**config.mk**
```make
export PLATFORM = sky130hd
export DESIGN_NAME = regfile_write_port_flat
export DESIGN_NICKNAME = d
export VERILOG_FILES = /design/src/rtl/regfile_write_port_if.sv /design/src/rtl/regfile_write_port.sv /design/src/flat_wrapper.sv
export SDC_FILE = /design/constraint.sdc
export NUM_CORES = 1
export LEC_CHECK = 0
export CORE_ASPECT_RATIO = 0.7
export CORE_MARGIN = 10
export CORE_UTILIZATION = 53
export DETAILED_ROUTE_END_ITERATION = 7
export PLACE_DENSITY = 0.86
export SYNTH_ARGS = -nofsm -noshare
export SYNTH_HDL_FRONTEND = slang
export SYNTH_SLANG_ARGS = --single-unit
```
**constraint.sdc**
```tcl
create_clock -name clk -period 3.8 [get_ports clk]
set_clock_uncertainty 0.2 [all_clocks]
set_input_delay 0.76 -clock clk [delete_from_list [all_inputs] [get_ports clk]]
set_output_delay 0.76 -clock clk [all_outputs]
set_load 0.1 [all_outputs]
```
**src/rtl/regfile_write_port_if.sv**
```systemverilog
// Write-request handshake bundle between the write-back stage and the
// register-file write port. The master drives the request; the slave replies
// with in_ready.
interface regfile_write_port_if #(
    parameter int unsigned WIDTH = 64,
    parameter int unsigned AW    = 5
);
    logic             in_valid;
    logic             in_ready;
    logic [AW-1:0]    in_addr;
    logic [WIDTH-1:0] in_data;

    modport master (
        output in_valid,
        output in_addr,
        output in_data,
        input  in_ready
    );

    modport slave (
        input  in_valid,
        input  in_addr,
        input  in_data,
        output in_ready
    );
endinterface

```
**src/rtl/regfile_write_port.sv**
```systemverilog
// Register-file write port: buffers write requests in a small circular FIFO
// and drains one per cycle as a registered one-hot word enable plus data.
// Optional feature macro: WRFWD_EN compiles in the combinational forwarding
// lookup (youngest pending write to fwd_addr). Without it, fwd_hit and
// fwd_data are tied to zero and fwd_addr is ignored.
module regfile_write_port #(
    parameter int unsigned DEPTH    = 4,
    parameter int unsigned WIDTH    = 64,
    parameter int unsigned NREG     = 32,
    parameter int unsigned ZERO_REG = 31
) (
    input  logic                      clk,
    input  logic                      reset_n,
    regfile_write_port_if.slave       req,
    input  logic                      wr_stall,
    output logic [NREG-1:0]           wr_en,
    output logic [WIDTH-1:0]          wr_data,
    input  logic [$clog2(NREG)-1:0]   fwd_addr,
    output logic                      fwd_hit,
    output logic [WIDTH-1:0]          fwd_data,
    output logic                      empty
);

    localparam int unsigned AW = $clog2(NREG);
    localparam int unsigned PW = $clog2(DEPTH);
    localparam int unsigned CW = PW + 1;

    typedef struct packed {
        logic [AW-1:0]    addr;
        logic [WIDTH-1:0] data;
    } entry_t;

    entry_t           mem_q [DEPTH];
    logic [PW-1:0]    head_q, head_d;
    logic [PW-1:0]    tail_q, tail_d;
    logic [CW-1:0]    count_q, count_d;
    logic [NREG-1:0]  wr_en_q, wr_en_d;
    logic [WIDTH-1:0] wr_data_q, wr_data_d;

    logic             push;
    logic             pop;
    entry_t           head_entry;

    // Ready depends on occupancy only; a same-cycle pop never frees a full buffer.
    assign req.in_ready = (count_q != CW'(DEPTH));
    assign push         = req.in_valid && req.in_ready;
    assign pop          = (count_q != '0) && !wr_stall;
    assign head_entry   = mem_q[head_q];

    // Next-state: pointer/count update and output-register load on pop.
    always_comb begin
        head_d    = head_q;
        tail_d    = tail_q;
        count_d   = count_q;
        wr_en_d   = '0;
        wr_data_d = wr_data_q;

        if (push) begin
            tail_d = tail_q + PW'(1);
        end

        if (pop) begin
            head_d    = head_q + PW'(1);
            wr_data_d = head_entry.data;
            if ((head_entry.addr != AW'(ZERO_REG)) && (32'(head_entry.addr) < NREG)) begin
                wr_en_d[head_entry.addr] = 1'b1;
            end
        end

        case ({push, pop})
            2'b10:   count_d = count_q + CW'(1);
            2'b01:   count_d = count_q - CW'(1);
            default: count_d = count_q;
        endcase
    end

    // Control state and output register, cleared asynchronously.
    always_ff @(posedge clk or negedge reset_n) begin
        if (!reset_n) begin
            head_q    <= '0;
            tail_q    <= '0;
            count_q   <= '0;
            wr_en_q   <= '0;
            wr_data_q <= '0;
        end else begin
            head_q    <= head_d;
            tail_q    <= tail_d;
            count_q   <= count_d;
            wr_en_q   <= wr_en_d;
            wr_data_q <= wr_data_d;
        end
    end

    // Buffer storage; contents are only meaningful between head and tail.
    always_ff @(posedge clk) begin
        if (push) begin
            mem_q[tail_q].addr <= req.in_addr;
            mem_q[tail_q].data <= req.in_data;
        end
    end

    assign wr_en   = wr_en_q;
    assign wr_data = wr_data_q;
    assign empty   = (count_q == '0) && (wr_en_q == '0);

`ifdef WRFWD_EN
    // Forwarding lookup: output register first, then FIFO head to tail so the
    // youngest matching entry overrides older ones.
    always_comb begin
        fwd_hit  = 1'b0;
        fwd_data = '0;
        if (fwd_addr != AW'(ZERO_REG)) begin
            if ((32'(fwd_addr) < NREG) && wr_en_q[fwd_addr]) begin
                fwd_hit  = 1'b1;
                fwd_data = wr_data_q;
            end
            for (int unsigned i = 0; i < DEPTH; i++) begin
                if ((CW'(i) < count_q) && (mem_q[head_q + PW'(i)].addr == fwd_addr)) begin
                    fwd_hit  = 1'b1;
                    fwd_data = mem_q[head_q + PW'(i)].data;
                end
            end
        end
    end
`else
    // Forwarding compiled out.
    logic unused_fwd_addr;
    assign unused_fwd_addr = ^fwd_addr;
    assign fwd_hit         = 1'b0;
    assign fwd_data        = '0;
`endif

endmodule

```
**src/flat_wrapper.sv**
```systemverilog
// flat-port wrapper written by rule: the top's interface ports become plain ports
module regfile_write_port_flat 
#(
    parameter int unsigned DEPTH    = 4,
    parameter int unsigned WIDTH    = 64,
    parameter int unsigned NREG     = 32,
    parameter int unsigned ZERO_REG = 31
)
  (clk, reset_n, wr_stall, wr_en, wr_data, fwd_addr, fwd_hit, fwd_data, empty, req_in_valid, req_in_addr, req_in_data, req_in_ready);
  regfile_write_port_if #(.WIDTH(WIDTH), .AW((5))) req_i ();
  input  logic clk;
  input  logic reset_n;
  input  logic wr_stall;
  output logic [NREG-1:0] wr_en;
  output logic [WIDTH-1:0] wr_data;
  input  logic [$clog2(NREG)-1:0] fwd_addr;
  output logic fwd_hit;
  output logic [WIDTH-1:0] fwd_data;
  output logic empty;
  input wire logic [$bits(req_i.in_valid)-1:0] req_in_valid;
  input wire logic [$bits(req_i.in_addr)-1:0] req_in_addr;
  input wire logic [$bits(req_i.in_data)-1:0] req_in_data;
  output wire logic [$bits(req_i.in_ready)-1:0] req_in_ready;
  assign req_i.in_valid = req_in_valid;
  assign req_i.in_addr = req_in_addr;
  assign req_i.in_data = req_in_data;
  assign req_in_ready = req_i.in_ready;
  regfile_write_port #(.DEPTH(DEPTH), .WIDTH(WIDTH), .NREG(NREG), .ZERO_REG(ZERO_REG)) u_core (.clk(clk), .reset_n(reset_n), .req(req_i), .wr_stall(wr_stall), .wr_en(wr_en), .wr_data(wr_data), .fwd_addr(fwd_addr), .fwd_hit(fwd_hit), .fwd_data(fwd_data), .empty(empty));
endmodule
```
==> flow_metrics.tcl, run 1 <==
set metrics [dict create \
    synth_edf_count 276 \
    overflow 0 \
    seqPwrFrac_pct 37.6 \
    grt_first_pass_wirelength_mm 44.0 \
    rr_worst_depth 3 \
    final_net_count 968 \
    critical_path.endpoint_type "output pin" \
    fp.dieW_um 216 \
    critical_path_required_ps 2840 \
    synthTopCellsByArea "edfxtp_1 (58%), dfrtp_1 (18%), mux4_2 (11%)" \
    grt_pass1_vias 7439 \
    coreArea_mm2 0.0267 \
    antenna_found_initial 0 \
    dp_hpwl_mm 17.8 \
    cts.htree.levels 2 \
    status "finished clean" \
    syn_inst 690 \
    slowest_delay_ps 1180 \
    critical_path_arrival_ps 2100 \
    synth_area_leader_cell "edfxtp_1" \
    setup_viol 0 \
    fin_crit_sh_pct 80.6 \
    pwr-share-comb_pct 41.5 \
    syn_area_mm2 0.0143 \
    power-per-cell-area_mw_per_mm2 934 \
    synth.avg_cell_area_um2 20.7 \
    switching_share_pct 41.0 \
    insertion_delay_ps 510 \
    num_antenna_cells 0 \
    fin_crit_ps 3060 \
    netSwitchingPower_mw 6.67 \
    worstPathCellList "clkdlybuf4s50_1" \
    rsz0062_at_grt "false" \
    track_usage_pct 16.7 \
    maxCapViolCount 0 \
    syn2layout_area_growth_pct 21.9 \
    die_h_um 157 \
    cts_resized 0 \
    drv_slew 0 \
    routed-via-count 6821 \
    cts_hold_buf 0 \
    placedInstanceArea_mm2 0.0163 \
    drt_iter0_drc 440 \
    route.detailed.drc 0 \
    wl_met1_mm 11.4 \
    start_util_pct 53.6 \
    wl_per_cell_um 22.2 \
    finalInstanceArea_mm2 0.0174 \
    crit_family "buffers and inverters" \
    cts_setup_buffers 0 \
    start_kind "flip-flop" \
    portBuffers 170 \
    yosys_warnings 0 \
    ys_ff_latch 379 \
    wirelength_mm 28.3 \
    synth-main-ff-cell "edfxtp_1" \
    tritoncts "yes" \
    ir_worst_vdd_v 0.000842 \
    viasPerCell 5.35 \
    cellInternalPower_mw 9.59 \
    cts.sinks 379 \
    route.met3.wl_mm 2.33 \
    cts_buffers 36 \
    critPathBufInv 1 \
    io_pins 241 \
    firstDrtPassIters 4 \
    max_freq_mhz 326 \
    hold_viol 0 \
    drive_above_1_share_pct 23.8 \
    yosys.cell_types.count 31 \
    cp.depth 1 \
    clockPowerShare_pct 20.9 \
    clkTransAtPathRegs_ps 60 \
    slowest_stage "clkdlybuf4s50_1" \
    tightest_slew_ps 1020 \
    rows 50 \
    die-area_mm2 0.0340 \
    synthArstFlopShare_pct 27.2 \
    critPathMaxFanout 2 \
    topRoutingLayerUsed "met4" \
    max_slew_margin_pct 32.0 \
    grt_max_degree 66 \
    cts-root-buf "clkbuf_16" \
    wl_met2_mm 14.1 \
    synth_top_area_share_pct 58.0 \
    ant_nets 0 \
    clockBufferDepth 3 \
    hold_slack_ps 118 \
    seq_area_frac_synth_pct 76.1 \
    crit_type "reg2out" \
    min-delay-path-class "in2async" \
    leakage_nw 6.23 \
    fin_util_pct 65.4 \
    gp_congestion 0.773 \
    fin_setup_tns_ps 0 \
]
-- cells in the mapped netlist (2+ instances only) --
cell type / number
nor2_1: 33
or3b_1: 4
xor2_1: 4
or4b_1: 2
mux2_2: 65
buf_1: 3
nor3_1: 2
nand3b_1: 3
ha_1: 5
inv_1: 6
and3_1: 4
mux4_2: 69
xnor2_1: 2
clkbuf_1: 9
buf_2: 14
dfrtp_1: 103
edfxtp_1: 276
nor4_1: 8
buf_4: 65
nand3_1: 2
-- power by group through the flow --
stage / logic (mW) / clock network [mW] / registers, mW
detailed placement: 6.81 / 0 / 6.21
global placement: 6.72 / 0 / 6.16
floorplan: 2.58 / 0 / 8.74
global route: 7.06 / 3.66 / 6.24
CTS: 6.84 / 3.49 / 6.14
finish: 6.75 / 3.39 / 6.12
-- flip-flops by register name, summed over array words and instances, names as in the netlist --
signal and count:
u_core.wr_en 32, u_core.count_q 3, u_core.head_q 2, u_core.mem_q 276
u_core.tail_q 2, u_core.wr_data 64
-- worst paths after layout --
| kind | slack [ps] | end | start |
|---|---|---|---|
| worst max-delay path | 740 | wr_data[10] | u_core.wr_data[10] |
| worst max register to register | 1290 | u_core.wr_en[0] | u_core.head_q[0] |
| worst min-delay path | 120 | u_core.wr_data[56] | reset_n |
| min in group clk | 290 | u_core.count_q[2] | u_core.count_q[2] |
| max in group asynchronous | 2500 | u_core.head_q[1] | reset_n |
| worst min register to register | 290 | u_core.count_q[2] | u_core.count_q[2] |
-- final cells by class --
cell class                      instances  area, um2
Fill cell                            1789       9230
Clock inverter                         15       78.8
Clock buffer                           49       1060
Sequential cell                       379      10900
Inverter                                6       22.5
Timing Repair Buffer                  183       1870
Tap cell                              364        455
Multi-Input combinational cell        278       3060
-- per-layer routing --
layer,vias to the layer above,GRT usage (%)
met1,3572,20.9
met2,255,28.2
met3,38,5.23
met4,0,4.15
met5,-,0
li1,2956,-
-- cell families after synthesis --
logic type | Yosys count | share of synthesized area [%]
flops | 379 | 76.1
mux | 135 | 16.1
buf+inv | 98 | 4.46
simple gates | 65 | 2.42
xor+xnor | 6 | 0.368
fa+ha+maj | 6 | 0.578
other cells | 1 | 0.0263
-- metrics by stage --
step	setup slack (ps)	power, mW	instances
6_report	737	16.3	1274
5_1_grt	674	17.0	1274
4_1_cts	705	16.5	1274
3_5_place_dp	968	13.0	1210
3_3_place_gp	976	12.9	1210
2_1_floorplan	173	11.3	755
-- cells in the final DEF, fill, tap and decap left out, types with 2 or more instances in the layout --
master	synthesis	final
buf_12	0	7
dfrtp_1	103	101
mux2_2	65	65
clkinv_2	0	6
xnor2_1	2	2
dfrtp_4	0	2
nand3_1	2	2
inv_1	6	6
xor2_1	4	4
or3b_1	4	4
clkdlybuf4s50_1	0	162
conb_1	1	66
clkbuf_8	0	5
and3_4	0	4
or4b_1	2	2
edfxtp_1	276	276
ha_1	5	5
clkinv_1	0	5
clkbuf_1	9	5
nand3b_1	3	3
clkinvlp_4	0	2
clkbuf_16	0	39
buf_4	65	14
nor4_1	8	8
nor2_1	33	32
mux4_2	69	69
No activity file was read; power rests on OpenSTA's default activity.
==> run 2: changes to the inputs <==
==> constraint.sdc (replaced) <==
create_clock -name clk -period 3 [get_ports clk]
set_clock_uncertainty 0.2 [all_clocks]
set_input_delay 0.6 -clock clk [delete_from_list [all_inputs] [get_ports clk]]
set_output_delay 0.6 -clock clk [all_outputs]
set_load 0.1 [all_outputs]
==> run 2 against run 1 <==
  * Power up 28%
  * Design area about the same
  * Global-route usage rose by 0.38 points
  * Clock power rose by 35%
  * Cell count increased by 1.0%
  * Setup slack lost 470 ps
  * Worst hold slack gained 170 ps
  * Sequential share of layout area about the same
  * Non-clock buffer count is 11 higher
  * Sequential power rose by 25%
  * Register-to-register slack worse by 760 ps
  * Critical endpoint is now empty
==> flow_metrics.tcl, run 2 (same netlist as run 1, synthesis figures left out) <==
set metrics [dict create \
    rows 50 \
    start_util_pct 53.6 \
    drt_iter0_drc 340 \
    antenna_found_initial 3 \
    status "finished clean" \
    fp.dieW_um 216 \
    die_h_um 157 \
    setup_viol 0 \
    tritoncts "yes" \
    critical_path_arrival_ps 1930 \
    routed-via-count 6835 \
    critical_path_required_ps 2200 \
    viasPerCell 5.31 \
    crit_type "reg2out" \
    rsz0062_at_grt "false" \
    min-delay-path-class "reg2reg" \
    power-per-cell-area_mw_per_mm2 1200 \
    drive_above_1_share_pct 34.1 \
    wl_per_cell_um 22.6 \
    portBuffers 170 \
    leakage_nw 6.43 \
    top_register "u_core.mem_q" \
    grt_first_pass_wirelength_mm 45.0 \
    firstDrtPassIters 4 \
    fin_crit_sh_pct 91.1 \
    die-area_mm2 0.0340 \
    max_freq_mhz 366 \
    route.detailed.drc 0 \
    cts.sinks 379 \
    clockBufferDepth 3 \
    fin_cells 1287 \
    mostFrequentLayoutCells "edfxtp_1 (276), buf_4 (110), dfrtp_1 (101)" \
    maxCapViolCount 0 \
    fin_crit_ps 2730 \
    ant_nets 0 \
    dp_hpwl_mm 18.6 \
    insertion_delay_ps 510 \
    syn2layout_area_growth_pct 21.9 \
    cts.htree.levels 2 \
    largest_register_ffs 276 \
    coreArea_mm2 0.0267 \
    dp_cells 1220 \
    start_kind "flip-flop" \
    hold_viol 0 \
    gp_congestion 0.754 \
    critPathMaxFanout 7 \
    io_pins 241 \
    fin_util_pct 65.3 \
    grt_pass1_vias 7463 \
    critical_path.endpoint_type "output pin" \
    final_common_cell "edfxtp_1" \
    track_usage_pct 17.1 \
    final_net_count 979 \
    placedInstanceArea_mm2 0.0162 \
    drv_slew 0 \
    finalInstanceArea_mm2 0.0174 \
    ir_worst_vdd_v 0.00104 \
    wirelength_mm 29.1 \
    hold_slack_ps 293 \
    clkTransAtPathRegs_ps 60 \
    cts-root-buf "clkbuf_16" \
    cts_buffers 36 \
    grt_max_degree 66 \
    overflow 0 \
]
==> run 2: timing repair <==
action | CTS | global route
gates resized for setup | 0 | 0
setup buffers | 0 | 0
hold buffers | 1 | 0
endpoints found under the hold margin | 23 | 0
==> run 2: final timing paths <==
check                           slack (ps)            endpoint  cells after the start         startpoint
worst min register to register         290   u_core.count_q[2]                      1  u_core.count_q[2]
worst min-delay path                   290   u_core.count_q[2]                      1  u_core.count_q[2]
worst max-delay path                   270               empty                      5  u_core.count_q[0]
max in group asynchronous             1540    u_core.head_q[1]                      3            reset_n
worst max register to register         530   u_core.count_q[2]                      9  u_core.count_q[0]
min in group asynchronous              380  u_core.wr_data[52]                      2            reset_n
==> run 2: critical path, stage by stage, from the launching register on <==
cell and delay (ps):
dfrtp_1 410, nor3_1 200, buf_4 200, nand3_1 100, nor3_2 290, buf_12 210
==> run 2: report_power, final <==
part / internal [mW] / switching [mW] / total [mW] / leakage, nW
logic: 2.58 / 6.05 / 8.62 / 2.05
registers: 7.03 / 0.611 / 7.64 / 3.80
clock network: 2.72 / 1.85 / 4.57 / 0.580
total: 12.3 / 8.50 / 20.8 / 6.43
==> run 2: area by class of cell <==
class                           count  area [um2]
Antenna cell                        2        5.00
Clock buffer                       54        1100
Clock inverter                     10         103
Fill cell                        1773        9250
Inverter                            6        22.5
Multi-Input combinational cell    278        3060
Sequential cell                   379       10900
Tap cell                          364         455
Timing Repair Buffer              194        1790
==> run 2: metrics by stage <==
stage	setup TNS [ps]	total power, mW	worst slack [ps]
2_1_floorplan	-271	14.3	-271
3_3_place_gp	0	16.3	371
3_5_place_dp	0	16.5	338
4_1_cts	0	21.1	215
5_1_grt	0	21.7	136
6_report	0	20.8	268
==> run 2: layer usage <==
layer | track usage [%] | up-vias | part of all wire (%)
li1 | - | 2981 | -
met1 | 22.3 | 3590 | 42
met2 | 28.1 | 224 | 50
met3 | 4.89 | 40 | 7.2
met4 | 4.22 | 0 | 1.5
met5 | 0 | - | 0
==> run 3: changes to the inputs <==
--- a/config.mk
+++ b/config.mk
@@ -5,6 +5,7 @@
 export SDC_FILE = /design/constraint.sdc
 export NUM_CORES = 1
 export LEC_CHECK = 0
+export CAP_MARGIN = 20
 export CORE_ASPECT_RATIO = 0.7
 export CORE_MARGIN = 10
 export CORE_UTILIZATION = 53
==> results of run 3 <==
The final DEF is identical to that of run 2; final timing and power are the same.
